[config.mk]
export PLATFORM = sky130hd
export DESIGN_NAME = pool2_ctrl_flat
export DESIGN_NICKNAME = d
export VERILOG_FILES = /design/src/rtl/pool2_ctrl_pkg.sv /design/src/rtl/pool2_ctrl_if.sv /design/src/rtl/pool2_ctrl_pipe_delay.sv /design/src/rtl/pool2_ctrl.sv /design/src/flat_wrapper.sv
export SDC_FILE = /design/constraint.sdc
export NUM_CORES = 1
export LEC_CHECK = 0
export ABC_AREA = 1
export BUFFER_PORTS_ARGS = -buffer_cell sky130_fd_sc_hd__buf_2
export CAP_MARGIN = 20
export CORE_ASPECT_RATIO = 0.75
export CORE_MARGIN = 3
export CORE_UTILIZATION = 55
export CTS_BUF_LIST = sky130_fd_sc_hd__clkbuf_4 sky130_fd_sc_hd__clkbuf_8
export DETAILED_ROUTE_END_ITERATION = 16
export HOLD_SLACK_MARGIN = 0.12
export PLACE_DENSITY = 0.86
export RECOVER_POWER = 50
export SYNTH_ARGS = -nofsm -noshare
export SYNTH_HDL_FRONTEND = slang
export SYNTH_SLANG_ARGS = --single-unit
[constraint.sdc]
create_clock -name clk -period 4.6 [get_ports clk]
set_input_delay 0.23 -clock clk [delete_from_list [all_inputs] [get_ports clk]]
set_output_delay 0.23 -clock clk [all_outputs]
set_load 0.03 [all_outputs]
[src/rtl/pool2_ctrl_pkg.sv]
// Shared definitions for the pool2 sequencer: default geometry, FSM encoding, address helper.
package pool2_ctrl_pkg;

    localparam int unsigned IN_W_DEF  = 10;
    localparam int unsigned OUT_W_DEF = 5;
    localparam int unsigned F4_AW_DEF = 7;
    localparam int unsigned F5_AW_DEF = 5;

    typedef enum logic [1:0] {
        ST_IDLE  = 2'd0,
        ST_READ  = 2'd1,
        ST_DRAIN = 2'd2,
        ST_DONE  = 2'd3
    } state_t;

    // Row-major f4 address of element k of window (orow, ocol), full 32-bit arithmetic.
    function automatic int unsigned f4_addr(input int unsigned in_w, input int unsigned orow,
                                            input int unsigned ocol, input logic [1:0] k);
        return (2 * orow + 32'(k[1])) * in_w + 2 * ocol + 32'(k[0]);
    endfunction

endpackage

[src/rtl/pool2_ctrl_if.sv]
// Control/address bundle between the pool2 sequencer and its RAMs/datapath.
interface pool2_ctrl_if import pool2_ctrl_pkg::*; #(
    parameter int unsigned F4_AW = F4_AW_DEF,
    parameter int unsigned F5_AW = F5_AW_DEF
);
    logic             pool2_start;
    logic             pool2_busy;
    logic             pool2_done;
    logic             f4_ren;
    logic [F4_AW-1:0] f4_raddr;
    logic             pool2_clr;
    logic             f5_wen;
    logic [F5_AW-1:0] f5_waddr;

    // Sequencer side
    modport master (
        input  pool2_start,
        output pool2_busy, pool2_done, f4_ren, f4_raddr, pool2_clr, f5_wen, f5_waddr
    );

    // Requester / RAM / datapath side
    modport slave (
        output pool2_start,
        input  pool2_busy, pool2_done, f4_ren, f4_raddr, pool2_clr, f5_wen, f5_waddr
    );
endinterface

[src/rtl/pool2_ctrl_pipe_delay.sv]
// Fixed-depth shift register with synchronous active-low clear.
module pool2_ctrl_pipe_delay #(
    parameter int unsigned DEPTH = 1,
    parameter int unsigned WIDTH = 1
) (
    input  logic             clk,
    input  logic             rst_n,
    input  logic [WIDTH-1:0] din,
    output logic [WIDTH-1:0] dout
);
    logic [DEPTH*WIDTH-1:0] sr;

    if (DEPTH == 1) begin : g_one
        // Single stage
        always_ff @(posedge clk) begin
            if (!rst_n) sr <= '0;
            else        sr <= din;
        end
    end else begin : g_many
        // Shift towards the MSB end; oldest sample sits at the top
        always_ff @(posedge clk) begin
            if (!rst_n) sr <= '0;
            else        sr <= {sr[(DEPTH-1)*WIDTH-1:0], din};
        end
    end

    assign dout = sr[DEPTH*WIDTH-1 -: WIDTH];
endmodule

[src/rtl/pool2_ctrl.sv]
// Pool2 sequencer: walks the f4 map in 2x2 windows and pairs each pooled result with its f5 address.
module pool2_ctrl import pool2_ctrl_pkg::*; #(
    parameter int unsigned IN_W     = IN_W_DEF,
    parameter int unsigned OUT_W    = OUT_W_DEF,
    parameter int unsigned RD_LAT   = 1,
    parameter int unsigned EXEC_LAT = 1,
    parameter int unsigned F4_AW    = F4_AW_DEF,
    parameter int unsigned F5_AW    = F5_AW_DEF
) (
    input  logic          clk,
    input  logic          rst_n,
    pool2_ctrl_if.master  bus
);
    localparam int unsigned CW   = (OUT_W > 1) ? $clog2(OUT_W) : 1;
    localparam int unsigned WL_D = RD_LAT + EXEC_LAT;

    state_t           state, state_nxt;
    logic [1:0]       k;
    logic [CW-1:0]    ocol, orow;
    logic             last_rd_c;
    logic             busy_d, done_d, ren_d;
    logic             busy_q, done_q, ren_q;
    logic [1:0]       k_q;
    logic [F4_AW-1:0] raddr_q;
    logic [F5_AW-1:0] waddr_q;
    logic             clr_in_c, wen_in_c;
    logic             clr_q, wen_q;
    logic [F5_AW-1:0] f5_waddr_q;

    assign last_rd_c = (k == 2'd3) && (ocol == CW'(OUT_W - 1)) && (orow == CW'(OUT_W - 1));

    // State register
    always_ff @(posedge clk) begin
        if (!rst_n) state <= ST_IDLE;
        else        state <= state_nxt;
    end

    // Next state and pre-register control outputs
    always_comb begin
        state_nxt = state;
        unique case (state)
            ST_IDLE:  if (bus.pool2_start) state_nxt = ST_READ;
            ST_READ:  if (last_rd_c) state_nxt = ST_DRAIN;
            ST_DRAIN: if (wen_q && (f5_waddr_q == F5_AW'(OUT_W * OUT_W - 1))) state_nxt = ST_DONE;
            ST_DONE:  state_nxt = ST_IDLE;
            default:  state_nxt = ST_IDLE;
        endcase
        ren_d  = (state == ST_READ);
        busy_d = (state_nxt == ST_READ) || (state_nxt == ST_DRAIN);
        done_d = (state_nxt == ST_DONE);
    end

    // Window walk: k fastest, then ocol, then orow; parked at zero outside READ
    always_ff @(posedge clk) begin
        if (!rst_n || state != ST_READ) begin
            k    <= '0;
            ocol <= '0;
            orow <= '0;
        end else begin
            k <= k + 2'd1;
            if (k == 2'd3) begin
                if (ocol == CW'(OUT_W - 1)) begin
                    ocol <= '0;
                    orow <= (orow == CW'(OUT_W - 1)) ? '0 : orow + CW'(1);
                end else begin
                    ocol <= ocol + CW'(1);
                end
            end
        end
    end

    // Registered read issue; addresses hold while no read is issued
    always_ff @(posedge clk) begin
        if (!rst_n) begin
            busy_q  <= 1'b0;
            done_q  <= 1'b0;
            ren_q   <= 1'b0;
            k_q     <= '0;
            raddr_q <= '0;
            waddr_q <= '0;
        end else begin
            busy_q <= busy_d;
            done_q <= done_d;
            ren_q  <= ren_d;
            k_q    <= k;
            if (ren_d) begin
                raddr_q <= F4_AW'(f4_addr(IN_W, 32'(orow), 32'(ocol), k));
                waddr_q <= F5_AW'(32'(orow) * OUT_W + 32'(ocol));
            end
        end
    end

    assign clr_in_c = ren_q && (k_q == 2'd0);
    assign wen_in_c = ren_q && (k_q == 2'd3);

    pool2_ctrl_pipe_delay #(.DEPTH(RD_LAT), .WIDTH(1)) u_clr_dly (
        .clk  (clk),
        .rst_n(rst_n),
        .din  (clr_in_c),
        .dout (clr_q)
    );

    pool2_ctrl_pipe_delay #(.DEPTH(WL_D), .WIDTH(F5_AW + 1)) u_wen_dly (
        .clk  (clk),
        .rst_n(rst_n),
        .din  ({wen_in_c, waddr_q}),
        .dout ({wen_q, f5_waddr_q})
    );

    assign bus.pool2_busy = busy_q;
    assign bus.pool2_done = done_q;
    assign bus.f4_ren     = ren_q;
    assign bus.f4_raddr   = raddr_q;
    assign bus.pool2_clr  = clr_q;
    assign bus.f5_wen     = wen_q;
    assign bus.f5_waddr   = f5_waddr_q;
endmodule
[src/flat_wrapper.sv]
// flat-port wrapper written by rule: the top's interface ports become plain ports
module pool2_ctrl_flat import pool2_ctrl_pkg::*;
#(
    parameter int unsigned IN_W     = IN_W_DEF,
    parameter int unsigned OUT_W    = OUT_W_DEF,
    parameter int unsigned RD_LAT   = 1,
    parameter int unsigned EXEC_LAT = 1,
    parameter int unsigned F4_AW    = F4_AW_DEF,
    parameter int unsigned F5_AW    = F5_AW_DEF
)
  (clk, rst_n, bus_pool2_start, bus_pool2_busy, bus_pool2_done, bus_f4_ren, bus_f4_raddr, bus_pool2_clr, bus_f5_wen, bus_f5_waddr);
  pool2_ctrl_if #(.F4_AW(F4_AW), .F5_AW(F5_AW)) bus_i ();
  input  logic clk;
  input  logic rst_n;
  input wire logic [$bits(bus_i.pool2_start)-1:0] bus_pool2_start;
  output wire logic [$bits(bus_i.pool2_busy)-1:0] bus_pool2_busy;
  output wire logic [$bits(bus_i.pool2_done)-1:0] bus_pool2_done;
  output wire logic [$bits(bus_i.f4_ren)-1:0] bus_f4_ren;
  output wire logic [$bits(bus_i.f4_raddr)-1:0] bus_f4_raddr;
  output wire logic [$bits(bus_i.pool2_clr)-1:0] bus_pool2_clr;
  output wire logic [$bits(bus_i.f5_wen)-1:0] bus_f5_wen;
  output wire logic [$bits(bus_i.f5_waddr)-1:0] bus_f5_waddr;
  assign bus_i.pool2_start = bus_pool2_start;
  assign bus_pool2_busy = bus_i.pool2_busy;
  assign bus_pool2_done = bus_i.pool2_done;
  assign bus_f4_ren = bus_i.f4_ren;
  assign bus_f4_raddr = bus_i.f4_raddr;
  assign bus_pool2_clr = bus_i.pool2_clr;
  assign bus_f5_wen = bus_i.f5_wen;
  assign bus_f5_waddr = bus_i.f5_waddr;
  pool2_ctrl #(.IN_W(IN_W), .OUT_W(OUT_W), .RD_LAT(RD_LAT), .EXEC_LAT(EXEC_LAT), .F4_AW(F4_AW), .F5_AW(F5_AW)) u_core (.clk(clk), .rst_n(rst_n), .bus(bus_i));
endmodule
Word level (Yosys, flattened, before mapping)
Cells that the tools add are included.
W data, S select, Z words.
{"block": "word_totals", "regBits": 40, "latchBits": 0, "ram_bits": 0, "romBits": 0, "inputBits": 3, "out_inout_bits": 17, "wordCells": 50, "mem_count": 0}
{"block": "classes", "addsub": 7, "n_mul": 2, "div": 0, "order_cmp": 0, "eq_ne": 12, "shift": 0, "mux": 6, "n_bitwise": 0, "n_reduce_logical": 11}
{"cell": "$mul A32 B3 Y6 const B", "count": 1}
{"cell": "$eq A2 B2 Y1 const B", "count": 6}
{"cell": "$pmux W2 S4", "count": 1}
{"cell": "$add A7 B1 Y7", "count": 1}
{"cell": "$add A7 B4 Y7", "count": 1}
{"cell": "$add A3 B1 Y3 const B", "count": 2}
{"cell": "$eq A3 B3 Y1 const B", "count": 2}
{"cell": "$mux W2", "count": 3}
{"cell": "$mux W3", "count": 2}
{"cell": "$add A4 B1 Y5", "count": 1}
{"cell": "$add A5 B3 Y5", "count": 1}
{"cell": "$eq A5 B5 Y1 const B", "count": 1}
{"cell": "$logic_and A1 B1 Y1", "count": 5}
{"cell": "$mul A3 B3 Y5 const B", "count": 1}
{"cell": "$eq A2 B1 Y1 const B", "count": 2}
{"cell": "$logic_not A2 Y1", "count": 2}
{"cell": "$add A2 B1 Y2 const B", "count": 1}
{"cell": "$logic_or A1 B1 Y1", "count": 2}
{"cell": "$ne A2 B1 Y1 const B", "count": 1}
{"cell": "$reduce_and A2 Y1", "count": 1}
{"cell": "$logic_not A1 Y1", "count": 1}

Depth between registers and ports, before layout
{"block": "logic_depth", "depth_word": 7, "ltp_mapped": 12, "mapped_depth_nobuf": 12}

Modules after synthesis
Synthesis repeated with hierarchy kept, for this count alone.
{"block": "hier_totals", "cells_unflattened": 238, "area_unflattened_um2": 1941.9}
{"module": "pool2_ctrl", "n_inst": 1, "cells_per_inst": 192, "area_each_um2": 1527.7, "seq_area_each_um2": 540.5}
{"module": "pool2_ctrl_pipe_delay at u_core.u_wen_dly", "n_inst": 1, "cells_per_inst": 43, "area_each_um2": 386.6, "seq_area_each_um2": 240.2}
{"module": "pool2_ctrl_pipe_delay at u_core.u_clr_dly", "n_inst": 1, "cells_per_inst": 3, "area_each_um2": 27.5, "seq_area_each_um2": 20.0}

Worst setup path after synthesis
No wires, ideal clock.
{"block": "synth_path", "path_type": "reg2reg", "startpoint": "reg u_core.orow[0]", "endpoint": "reg u_core.raddr_q[6] (netlist: u_core.bus.f4_raddr[6])", "setup_ps": 109, "arrival_ps": 1806, "required_ps": 4491, "path_slack_ps": 2685, "stages_incl_launch_ff": 11, "n_path_buf": 0, "period_less_slack_ps": 1915, "cell_sequence": "dfxtp_1 > ha_1 > ha_1 > inv_1 > fa_1 > nor2_1 > nand3_1 > nand2_1 > nand3_1 > nand2_1 > inv_1"}
{"block": "synth_between", "elab_chain_len": 4}
{"element": "start, declared", "line": "pool2_ctrl.sv:19", "rtl": "logic [CW-1:0] ocol, orow;"}
{"element": "start signal, assigned", "line": "pool2_ctrl.sv:64", "rtl": "orow <= (orow == CW'(OUT_W - 1)) ? '0 : orow + CW'(1);"}
{"element": "$add A4 B1 Y5", "line": "pool2_ctrl_pkg.sv:19", "rtl": "return (2 * orow + 32'(k[1])) * in_w + 2 * ocol + 32'(k[0]);"}
{"element": "$mul A32 B3 Y6", "line": "pool2_ctrl_pkg.sv:19"}
{"element": "$add A7 B4 Y7", "line": "pool2_ctrl_pkg.sv:19"}
{"element": "$add A7 B1 Y7", "line": "pool2_ctrl_pkg.sv:19"}
{"element": "end signal, assigned", "line": "pool2_ctrl.sv:87", "rtl": "raddr_q <= F4_AW'(f4_addr(IN_W, 32'(orow), 32'(ocol), k));"}
{"element": "end, declared", "line": "pool2_ctrl.sv:24", "rtl": "logic [F4_AW-1:0] raddr_q;"}
No other way between the ends.
A chain may end at the register's enable or synchronous reset.

Final worst setup path
{"block": "layout_path", "startpoint": "reg u_core.orow[2]", "endpoint": "reg u_core.raddr_q[6] (netlist: u_core.bus.f4_raddr[6])"}
The elaborated chain is that of the path after synthesis.

==> out/qor.txt <==
RSZ-0062 raised after global routing = no
Tmin final = 2.11 ns
largest area contributor in the netlist = dfxtp_1
DP Wirelength = 2480 um
layout net count = 277
EDFF count, synth = 0
Tot GR Track Use = 18.5%
WL final = 3480 um
Buf/Inv on CP = 2
Min-Delay Endpoint = u_core.state[0]
max-cap violation count = 0
worst clock skew = 0.00403 ns
register area share after synthesis = 42.0%
Starting Density = 60.9%
CP Cell Sequence = ha_1 -> ha_1 -> inv_1 -> fa_1 -> nor2_1 -> nand3_1 -> nand2_1 -> nand3_1 -> nand2_1 -> inv_1
Area after DPL = 0.00198 mm2
WS Path Type = reg -> reg
grt ovf = 0
Via Count = 1437
Worst path slowest cell = dfxtp_1
count of final max-slew check failures = 0
DRC = 0
Synth Flop Type = dfxtp_1
Synth top area share = 42.0%
#FFs+latches synth = 40
synth unique cells = 25
min-delay worst type = in -> reg
Area contributors post-synth = dfxtp_1 (42%), ha_1 (12%), nand2_1 (11%)
cts hold-fix bufs = 0
worst vdd ir = 0.283 mV
Worst EP arrival = 2.31 ns
Hold Vio Cnt, Final = 0
layout cell share with drive strength beyond 1 = 7.54%
synth-to-layout area growth = 9.26%
via count of the first global-routing pass = 1359
drt first pass iters = 4
number of diodes = 0
CP endpoint kind = register
clk sinks = 40
H-tree depth = 2
synth cell count leaders = nand2_1 (56), inv_1 (43), dfxtp_1 (40)
Finished Cell Area = 0.00208 mm2
initial antenna violation count = 0
Routed Antenna Nets = 0
Critical Path RT = 4.79 ns
first-pass GRT wire length = 5910 um
synth warn = 0
largest net degree at the start of global routing = 25
Avg Vias per Cell = 4.96
Syn Inst Count = 235
f_max = 473 MHz
FF-to-FF Start = u_core.orow[2]
Hold Crit Depth = 4
Syn Area/Cell = 8.11 um2
final period utilization = 45.9%
die height = 57.0 um
Crit Reg-Reg Endpoint = u_core.bus.f4_raddr[6]
CTS max path bufs = 2
worst-margin pin slew = 0.945 ns
Power Dens Cells = 358 mW/mm2
status = complete, no violations
PostCTS Resize Cnt = 0
CTS tree = yes
Routed WL per cell = 12.0 um
Fin Setup TNS = 0 ns
count leader, synth = nand2_1
cts bufs inserted = 5
Pleak = 1.12 nW
Synth Cell Area = 0.00191 mm2
R2R Setup Slk = 2.49 ns
Worst-path clk slew = 0.07 ns
crit path launch type = register
cells on worst reg2reg path = 10
Core Area = 0.00313 mm2
CTS root buf = clkbuf_8
final setup vio count = 0
Synth Net Count = 260
max_slew headroom = 37.0%
clk_lat worst skew = 0.29 ns
Hold Crit Start = bus_pool2_start
full die area = 0.00421 mm2
setup bufs post-CTS = 0
Buffers on Ports = 19
I/O pins = 20
fraction of registers with async set/reset = 0%
gp weighted congestion = 0.833
row count = 17
peak per-stage delay on the critical path = 0.51 ns
CP Max Fanout = 8
cell family contributing the most delay on the critical path = adder cells
Die W = 74.0 um
DRT iter0 DRCs = 43
-- worst max-delay path by stage --
stage / cells past startpoint / from / to
floorplan: 10 / u_core.orow[0] / u_core.bus.f4_raddr[6]
global placement: 10 / u_core.orow[2] / u_core.bus.f4_raddr[6]
detailed placement: 10 / u_core.orow[2] / u_core.bus.f4_raddr[6]
CTS: 10 / u_core.orow[2] / u_core.bus.f4_raddr[6]
global route: 10 / u_core.orow[0] / u_core.bus.f4_raddr[6]
finish: 10 / u_core.orow[2] / u_core.bus.f4_raddr[6]
-- per-layer routing --
metal	GRT usage (%)	part of all wire [%]
met3	5.11	6.4
met1	23.3	47
met5	0	0
met4	5.94	0.78
met2	30.7	46
-- metrics by stage --
step                setup slack, ns  hold WS (ns)  cells  util [%]  power, mW
floorplan                      2.69         0.342    235         -      0.417
detailed placement             2.49         0.396    283      63.5      0.429
CTS                            2.48         0.326    290      67.6      0.753
finish                         2.49         0.334    290      66.6      0.745
global route                   2.29         0.358    290      66.6      0.771
global placement               2.57         0.396    283      63.5      0.428
-- cell families (layout without fill, tap and decap cells) --
logic type	Yosys count	after routing	synth area share (%)
and+or+nand+nor	92	92	21.5
adders and majority gates	22	22	15.6
AOI/OAI and AO/OA	19	19	5.19
buffers and inverters	55	72	12.4
xor gates and xnor gates	7	7	3.22
DFF	40	40	42.0
-- registers in the layout, indices dropped and copies added, names as in the netlist --
name                   count
u_core.u_wen_dly.sr       12
u_core.bus.f4_raddr        7
u_core.waddr_q             5
u_core.ocol                3
u_core.orow                3
u_core.k                   2
u_core.k_q                 2
u_core.state               2
u_core.bus.f4_ren          1
u_core.bus.pool2_busy      1
u_core.bus.pool2_done      1
u_core.u_clr_dly.dout      1
-- layout make-up --
class | count | area (um2)
Inverter | 46 | 173
Clock buffer | 5 | 68.8
Timing Repair Buffer | 19 | 80.1
Fill cell | 251 | 1040
Tap cell | 38 | 47.5
Sequential cell | 40 | 801
Multi-Input combinational cell | 140 | 852
Clock inverter | 2 | 60.1
-- layout by cell type, fill, tap and decap left out, types with 6 or more instances in the layout --
cell type / n
buf_2: 7
inv_1: 44
nand3_1: 12
nor2_1: 16
nand2_1: 56
o21ai_0: 6
ha_1: 19
clkbuf_1: 12
a21oi_1: 9
dfxtp_1: 40
-- report_power, final --
| group | internal [mW] | total (mW) | leakage [nW] | switching, mW |
|---|---|---|---|---|
| Combinational | 0.0137 | 0.0518 | 0.730 | 0.0381 |
| Clock | 0.213 | 0.327 | 0.0642 | 0.114 |
| Sequential | 0.360 | 0.366 | 0.326 | 0.00612 |
| Total | 0.587 | 0.745 | 1.12 | 0.158 |
-- worst min-delay path: stages --
cell,delay (ns)
buf_2,0.07
nand3b_1,0.09
nand3_1,0.10
nor2_1,0.09
Note: power is estimated with default switching activity, not from simulation.
